[config.mk]
export PLATFORM = sky130hd
export DESIGN_NAME = fetch_unit
export DESIGN_NICKNAME = d
export VERILOG_FILES = /design/src/rtl/riscv_defs.sv /design/src/rtl/fetch_fifo.sv /design/src/rtl/fetch_unit.sv
export SDC_FILE = /design/constraint.sdc
export NUM_CORES = 1
export LEC_CHECK = 0
export CORE_ASPECT_RATIO = 0.6
export CORE_MARGIN = 2
export CORE_UTILIZATION = 53
export CTS_CLUSTER_DIAMETER = 60
export DETAILED_ROUTE_END_ITERATION = 8
export GPL_TIMING_DRIVEN = 0
export PLACE_DENSITY = 0.8
export SYNTH_ARGS = -nofsm -noshare
export SYNTH_HDL_FRONTEND = slang
export SYNTH_SLANG_ARGS = --single-unit
[constraint.sdc]
create_clock -name clk -period 6.1 [get_ports clk]
set_input_delay 1.22 -clock clk [delete_from_list [all_inputs] [get_ports clk]]
set_output_delay 1.22 -clock clk [all_outputs]
set_load 0.05 [all_outputs]
[src/rtl/riscv_defs.sv]
// Shared constants for the RISC-V core front end.
package riscv_defs;

  localparam int          XLEN_DEFAULT     = 32;
  localparam int          INSTR_W          = 32;
  localparam logic [31:0] RESET_PC_DEFAULT = 32'h0000_0000;
  localparam logic [31:0] NOP_INSTR        = 32'h0000_0013;  // addi x0, x0, 0

endpackage

[src/rtl/fetch_fifo.sv]
// Small first-word-fall-through queue with push/pop/flush and an occupancy count.
// The head entry is readable combinationally. The head leaves when pop_i is asserted.
// A push into a full queue is legal only when the head leaves in the same cycle.
module fetch_fifo #(
  parameter int W     = 64,
  parameter int DEPTH = 2
) (
  input  logic                   clk,
  input  logic                   reset,
  input  logic                   push_i,
  input  logic [W-1:0]           data_i,
  input  logic                   pop_i,
  input  logic                   flush_i,
  output logic [W-1:0]           data_o,
  output logic [$clog2(DEPTH):0] count_o
);

  localparam int PW = $clog2(DEPTH);
  localparam int CW = PW + 1;

  logic [W-1:0]  mem_q [DEPTH];
  logic [PW-1:0] wr_ptr_q, wr_ptr_d;
  logic [PW-1:0] rd_ptr_q, rd_ptr_d;
  logic [CW-1:0] count_q, count_d;
  logic          full;
  logic          do_push;
  logic          do_pop;

  // Pointer/count update. A flush overrides any push or pop in the same cycle.
  // Pointers wrap naturally because DEPTH is a power of two.
  always_comb begin
    full     = (count_q == CW'(DEPTH));
    do_pop   = pop_i && (count_q != '0);
    do_push  = push_i && (!full || do_pop);
    wr_ptr_d = wr_ptr_q;
    rd_ptr_d = rd_ptr_q;
    count_d  = count_q;
    if (flush_i) begin
      wr_ptr_d = '0;
      rd_ptr_d = '0;
      count_d  = '0;
    end else begin
      if (do_push) wr_ptr_d = wr_ptr_q + PW'(1);
      if (do_pop)  rd_ptr_d = rd_ptr_q + PW'(1);
      count_d = count_q + CW'(do_push) - CW'(do_pop);
    end
  end

  // Pointer and count state, cleared asynchronously.
  always_ff @(posedge clk or posedge reset) begin
    if (reset) begin
      wr_ptr_q <= '0;
      rd_ptr_q <= '0;
      count_q  <= '0;
    end else begin
      wr_ptr_q <= wr_ptr_d;
      rd_ptr_q <= rd_ptr_d;
      count_q  <= count_d;
    end
  end

  // Storage array. It is not reset because its contents are only observed through count.
  always_ff @(posedge clk) begin
    if (do_push && !flush_i) mem_q[wr_ptr_q] <= data_i;
  end

  assign data_o  = mem_q[rd_ptr_q];
  assign count_o = count_q;

  // The credit scheme upstream must never push into a full queue without a pop.
  overflow_a: assert property (@(posedge clk) disable iff (reset)
    !(push_i && !flush_i && full && !do_pop));

endmodule

[src/rtl/fetch_unit.sv]
// Instruction fetch front end.
// It holds the PC and issues in-order word fetches. Returned words are queued with
// their PCs and handed to decode over a valid/ready interface. A redirect from
// execute flushes the queue, and every response still owed by memory is discarded.
module fetch_unit
  import riscv_defs::*;
#(
  parameter int              XLEN     = XLEN_DEFAULT,
  parameter int              DEPTH    = 2,
  parameter logic [XLEN-1:0] RESET_PC = XLEN'(RESET_PC_DEFAULT)
) (
  input  logic               clk,
  input  logic               reset,
  output logic               imem_req_valid,
  output logic [XLEN-1:0]    imem_req_addr,
  input  logic               imem_req_ready,
  input  logic               imem_rsp_valid,
  input  logic [INSTR_W-1:0] imem_rsp_data,
  input  logic               redirect_valid,
  input  logic [XLEN-1:0]    redirect_pc,
  output logic               id_valid,
  output logic [INSTR_W-1:0] id_instr,
  output logic [XLEN-1:0]    id_pc,
  input  logic               id_ready
);

  localparam int CW = $clog2(DEPTH) + 1;
  localparam int EW = XLEN + INSTR_W;

  logic [XLEN-1:0] pc_q, pc_d;
  logic [CW-1:0]   drop_q, drop_d;
  logic [CW-1:0]   outstanding;  // occupancy of the PC tag queue = fetches awaiting a response
  logic [CW-1:0]   q_count;
  logic [XLEN-1:0] tag_pc;
  logic [EW-1:0]   head;
  logic [CW:0]     credit_used;
  logic            req_fire;
  logic            rsp_fire;
  logic            pop;
  logic            push;

  // Handshakes and issue gating. A pop in the same cycle frees a slot, so a 1-cycle memory streams without gaps.
  always_comb begin
    id_valid       = (q_count != '0);
    pop            = id_valid && id_ready;
    credit_used    = (CW+1)'(outstanding) + (CW+1)'(q_count) - (CW+1)'(pop);
    imem_req_valid = !reset && !redirect_valid && (credit_used < (CW+1)'(DEPTH));
    imem_req_addr  = pc_q;
    req_fire       = imem_req_valid && imem_req_ready;
    rsp_fire       = imem_rsp_valid;
    push           = rsp_fire && (drop_q == '0) && !redirect_valid;
    id_pc          = id_valid ? head[EW-1:INSTR_W] : RESET_PC;
    id_instr       = id_valid ? head[INSTR_W-1:0]  : NOP_INSTR;
  end

  // Next PC and drop count.
  // On a redirect, every response still owed after this cycle must be dropped.
  // A response arriving in the redirect cycle is already discarded and is not counted.
  always_comb begin
    pc_d   = pc_q;
    drop_d = drop_q;
    if (redirect_valid) begin
      pc_d   = redirect_pc & ~XLEN'(3);
      drop_d = outstanding - CW'(rsp_fire);
    end else begin
      if (req_fire) pc_d = pc_q + XLEN'(4);
      if (rsp_fire && (drop_q != '0)) drop_d = drop_q - CW'(1);
    end
  end

  // PC and drop counter registers.
  always_ff @(posedge clk or posedge reset) begin
    if (reset) begin
      pc_q   <= RESET_PC;
      drop_q <= '0;
    end else begin
      pc_q   <= pc_d;
      drop_q <= drop_d;
    end
  end

  // PC tag queue.
  // Each accepted request pushes its address, and each response pops one, dropped or not.
  // It is never flushed, so it stays aligned with memory's response stream.
  fetch_fifo #(
    .W     (XLEN),
    .DEPTH (DEPTH)
  ) u_tag_fifo (
    .clk     (clk),
    .reset   (reset),
    .push_i  (req_fire),
    .data_i  (pc_q),
    .pop_i   (rsp_fire),
    .flush_i (1'b0),
    .data_o  (tag_pc),
    .count_o (outstanding)
  );

  // Instruction queue feeding decode. It is flushed by a redirect, which wins over push and pop.
  fetch_fifo #(
    .W     (EW),
    .DEPTH (DEPTH)
  ) u_instr_fifo (
    .clk     (clk),
    .reset   (reset),
    .push_i  (push),
    .data_i  ({tag_pc, imem_rsp_data}),
    .pop_i   (pop),
    .flush_i (redirect_valid),
    .data_o  (head),
    .count_o (q_count)
  );

endmodule

### Yosys cells after proc, flatten, opt, wreduce, memory -nomap -nowiden

Memories as Yosys holds them, arrays and structs flattened.
Cells that the tools add are included.

* word-level logic and storage cells: 67
* RAM bits: 192
* bits in registers: 42
* memories kept: 2
* output and inout port bits: 98
* input port bits: 70

Memories
* u_instr_fifo.mem_q: words 2, width 64, read ports 1, clocked after Yosys merged registers in 0, write ports 1, RTL line fetch_fifo.sv:21 `logic [W-1:0] mem_q [DEPTH];`
* u_tag_fifo.mem_q: words 2, width 32, read ports 1, clocked after Yosys merged registers in 0, write ports 1, RTL line fetch_fifo.sv:21

* $lt $le $gt $ge: 1
* equality and inequality tests: 2
* multiplexer cells: 15
* reductions and logical operators: 26
* add/subtract/negate cells: 13

Operator list (number)
* $mux 32: 4
* $add 32x3->32 const B: 1
* $reduce_bool 2->1: 7
* $logic_and 1x1->1: 12
* $mux 1: 8
* $mux 2: 3
* $sub 2x1->2: 3
* $add 1x1->1 const B: 4
* $add 2x1->2: 2
* $eq 2x2->1 const B: 2
* $logic_not 1->1: 4
* $add 2x2->3: 1
* $lt 3x2->1 const B: 1
* $sub 3x1->3: 1
* $logic_not 2->1: 1
* $logic_or 1x1->1: 2
* $sub 2x1->2 const B: 1

### Logic depth before layout (Yosys ltp)

* word-level depth: 9
* depth in mapped cells: 14
* depth with buffers taken out: 13

### Modules after synthesis

A second synthesis with hierarchy kept.

* cells, all modules: 668
* area total of the unflattened synthesis: 9965.8 um^2

Modules (own cells, without submodules)
* fetch_fifo at u_instr_fifo: times used 1, seq. area each 3943.8 um^2, area each 4874.7 um^2, cells each 221
* fetch_unit: times used 1, seq. area each 800.8 um^2, area each 2546.2 um^2, cells each 325
* fetch_fifo at u_tag_fifo: times used 1, seq. area each 2021.9 um^2, area each 2544.9 um^2, cells each 122

### Worst setup path before layout

Ideal clock, no wire load.

* path kind: input to register
* from: input id_ready
* to: memory u_tag_fifo.mem_q[0][10] (netlist name), enable pin
* slack: 0.609 ns
* arrival time: 5.037 ns
* required time: 5.645 ns
* cell stages on the path: 9
* path buffers: 1
* cell sequence: and2_1 ha_1 inv_1 nand2_1 fa_1 nand2_1 or4_1 buf_2 nor3_1

* longest elaborated chain between the ends: 8

Ends and longest elaborated chain
* from (decl): RTL line fetch_unit.sv:24 `input logic id_ready`
* $logic_and 1x1->1: RTL line fetch_unit.sv:45 `pop = id_valid && id_ready;`
* $sub 3x1->3: RTL line fetch_unit.sv:46 `credit_used = (CW+1)'(outstanding) + (CW+1)'(q_count) - (CW+1)'(pop);`
* $lt 3x2->1: RTL line fetch_unit.sv:47 `imem_req_valid = !reset && !redirect_valid && (credit_used < (CW+1)'(DEPTH));`
* $logic_and 1x1->1: RTL line fetch_unit.sv:47
* $logic_and 1x1->1: RTL line fetch_unit.sv:49 `req_fire = imem_req_valid && imem_req_ready;`
* $logic_and 1x1->1: RTL line fetch_fifo.sv:34 `do_push = push_i && (!full || do_pop);`
* $mux 1: RTL line fetch_fifo.sv:64 `if (do_push && !flush_i) mem_q[wr_ptr_q] <= data_i;`
* $mux 1 (implied by the code): RTL line fetch_fifo.sv:64
* to (decl): RTL line fetch_fifo.sv:21

Every way passes these cells.

### Worst setup path after layout

* from: register u_instr_fifo.count_q[1] (netlist: u_instr_fifo.count_o[1])
* to: output imem_req_valid

* longest elaborated chain between the ends: 5

Ends and longest elaborated chain
* from (decl): RTL line fetch_fifo.sv:24 `logic [CW-1:0] count_q, count_d;`
* from (signal assigned): RTL line fetch_fifo.sv:58 `count_q <= count_d;`
* branches (longest 2 deep; another with $add 2x2->3)
* $sub 3x1->3 (*): RTL line fetch_unit.sv:46
* $lt 3x2->1 (*): RTL line fetch_unit.sv:47
* $logic_and 1x1->1 (*): RTL line fetch_unit.sv:47
* to (decl): RTL line fetch_unit.sv:14 `output logic imem_req_valid,`

Every way passes the cells marked *.

==> results.toml <==
[timing]
finalCritPeriodShare_pct = 92.43
worst_slew_pin_slew_ns = 0.9749
max_freq_ghz = 0.1774
period_needed_ns = 5.638
hold_viol_final = 0
drv_slew = 0
setup_slack_ns = 0.4619
relSlewSlack_pct = 34.65
setup_viol = 0
skew_ns = 0.01032
rsz0062_at_grt = "no"

[detailed_routing]
drtPass1Iterations = 5
drtIter0Drc = 694
drc_errors = 0
ant_nets = 0
drt-total-wl_mm = 21.50
vias = 6136
viasPerCell = 5.676
avgRoutedWirePerCell_um = 19.89

[hold_path]
worstHoldPathType = "flop to flop"
hold_path_depth = 1
hold_path_startpoint = "u_tag_fifo.wr_ptr_q$_DFFE_PP0N_"

[worst_setup_path]
critPathLaunchType = "flop"
cp_slowest_stage_delay_ns = 0.82
cpMaxStageDelayCell = "clkdlybuf4s50_1"
critPathMaxFanout = 8
cp_cell_sequence = "nor2_1 > inv_1 > and2_1 > ha_1 > inv_1 > nand2_1 > fa_1 > xor2_2 > and4_1 > clkdlybuf4s50_1"
worstPathArrival_ns = 4.42
crit_path_frequent_cell = "inv_1"
crit_family = "simple AND/OR/NAND/NOR gates"
crit_start = "u_instr_fifo.count_o[1]$_DFF_PP0_"
path_class = "flop to output port"
r2r_cells = 13
crit_path_end = "imem_req_valid"
path_depth = 10
required_ns = 4.88
worstReg2RegEnd = "u_tag_fifo.mem_q[0][26]$_DFFE_PP_"
cp-end-kind = "output port"
rrSetupSlack_ns = 1.39
crit_buf_inv = 3
r2r-start = "u_instr_fifo.count_o[1]$_DFF_PP0_"

[clocking]
clkTransAtPathRegs_ns = 0.07
clock_path_buffers = 3
cts_buffers = 21
htreeDepth = 1
clk_latency_ns = 0.50
cts_setup_buffers = 0
ctsResizeCount = 0
cts_tree = "built"
cts_root_buf = "clkbuf_16"
hold_buffers = 0
cts.sinks = 224

[status]
status = "completed"

[power_and_ir_drop]
leakagePower_nw = 4.061
clkPwrFrac_pct = 23.5
sw_frac_of_total_pct = 38.41
pwr-share-comb_pct = 39.9
sequentialPowerShare_pct = 36.6
p_int_mw = 3.297
peakVddDrop_uv = 258.3
switchingPower_mw = 2.056
powerDensity_nw_per_um2 = 445.7

[logic_synthesis]
yosys.area.top_type_share_pct = 59.06
seq_area_frac_synth_pct = 69.76
synth-seq-cells = 224
post-synth-top-area-cell = "edfxtp_1"
synth_edf_count = 184
synth.distinct_cells = 52
ys_warn_count = 0
avgSynthCellArea_um2 = 14.59
synth.area.top_cells = "edfxtp_1, dfrtp_1, mux2i_1"
netlist_instances = 641
synth-async-reset-ratio_pct = 17.86
synth-main-ff-cell = "edfxtp_1"
syn_area_um2 = 9355

[finish]
fillCellCount = 1160
fin_cells = 1081
diodes = 0
nNetsFinal = 912
syn2layout_area_growth_pct = 28.38
multi_input_comb_area_um2 = 2640
drive_gt1_share_pct = 10.27
seq_area_um2 = 6526

[placement]
dp_cells = 1043
dp_hpwl_mm = 14.83
gp_routability_congestion = 0.9001
pre_cts_slack_ns = 0.5722
port_buffers = 161

[floorplanning]
dieArea_um2 = 18760
die_x_um = 175.5
fp.dieH_um = 106.9
start_util_pct = 54.32
rows = 37
ioPinCount = 168
coreArea_um2 = 17220

[grt]
antenna_found_initial = 0
grt.total_usage_pct = 22.93
grt_pass1_vias = 6200
grt_max_degree = 63
grt_pass1_wl_mm = 33.10
grt-ovfl-total = 0

[run]
max_cap_violations = 0
-- cells by family after synthesis --
| group | Yosys count | synth area share [%] |
|---|---|---|
| AOI/OAI and AO/OA | 57 | 3.972 |
| xor gates and xnor gates | 17 | 1.672 |
| adders and majority gates | 10 | 1.418 |
| buffers and inverters | 47 | 2.314 |
| DFF | 224 | 69.76 |
| muxes | 93 | 10.35 |
| other | 1 | 0.04008 |
| and+or+nand+nor | 192 | 10.47 |
-- worst reg2reg max path, delay by kind of cell, from the launching register on --
kind / cells / cell delay (ns)
fa+ha+maj: 2 / 0.82
buf+inv: 5 / 0.94
flops: 1 / 0.40
simple gates: 6 / 2.26
-- worst min path at each step --
stage	to	slack [ns]
floorplan	u_tag_fifo.wr_ptr_q$_DFFE_PP0N_	0.46
global placement	u_tag_fifo.wr_ptr_q$_DFFE_PP0N_	0.47
detailed placement	u_tag_fifo.wr_ptr_q$_DFFE_PP0N_	0.50
CTS	u_tag_fifo.wr_ptr_q$_DFFE_PP0N_	0.52
global route	u_tag_fifo.wr_ptr_q$_DFFE_PP0N_	0.56
finish	u_tag_fifo.wr_ptr_q$_DFFE_PP0N_	0.53
-- per-stage QoR --
step           util [%]  hold WS, ns  power, mW  setup TNS, ns  instance area [um^2]
5_1_grt           69.74       0.5624      5.569              0                 12010
3_5_place_dp      65.95       0.5047      4.124              0                 11360
4_1_cts           69.74       0.5185      5.382              0                 12010
6_report          69.74       0.5308      5.353              0                 12010
2_1_floorplan         -       0.4563      3.414              0                  9366
3_3_place_gp      65.45       0.4706      4.064        -118.77                 11270
-- synth_stat cells (all sizes together) (13+ instances only) --
master  instances
o31ai          14
or4            22
buf            17
o21ai          14
dfrtp          40
nand2          30
mux2           30
edfxtp        184
mux2i          63
clkbuf         14
nor2           84
a31oi          18
inv            13
-- routing by layer --
metal	wire, um	global-route usage [%]	up-vias	share of wire [%]
li1	-	-	2794	-
met1	9518	32.99	2997	44
met2	9711	35.97	295	45
met3	1724	4.716	50	8.0
met4	543	6.375	0	2.5
met5	0	0	-	0
-- power groups by stage --
stage / logic, mW / registers, mW / clock network [mW]
after detailed placement: 2.13 / 1.99 / 0
final: 2.14 / 1.96 / 1.26
after global placement: 2.07 / 1.99 / 0
after floorplan: 1.38 / 2.04 / 0
after global routing: 2.27 / 1.98 / 1.33
after CTS: 2.15 / 1.96 / 1.28
-- sequential cells by signal, summed over array words and instances (netlist names) --
name and count:
u_tag_fifo.wr_ptr_q 1, u_instr_fifo.wr_ptr_q 1, u_instr_fifo.rd_ptr_q 1, u_instr_fifo.count_o 2
u_instr_fifo.mem_q 124, u_tag_fifo.count_o 2, u_tag_fifo.mem_q 60, u_tag_fifo.rd_ptr_q 1
drop_q 2, imem_req_addr 30
-- area by class of cell --
class	instances	area share (%)
multi-input combinational	373	21.98
timing repair buffer	165	14.00
inverter	14	0.4375
buffer	33	1.365
clock buffer	30	4.823
clock inverter	8	0.6146
sequential	224	54.34
tap	234	2.438
-- cells in the final DEF, fill, tap and decap left out, types with 14 or more instances in the layout --
cell type and n:
o31ai_1 14, clkbuf_16 21, edfxtp_1 184, mux2_2 30
clkbuf_1 21, mux2i_1 63, dfrtp_1 40, or4_1 20
clkdlybuf4s50_1 161, a31oi_1 18, nand2_1 30, nor2_1 84
No activity file was read; power rests on OpenSTA's default activity.
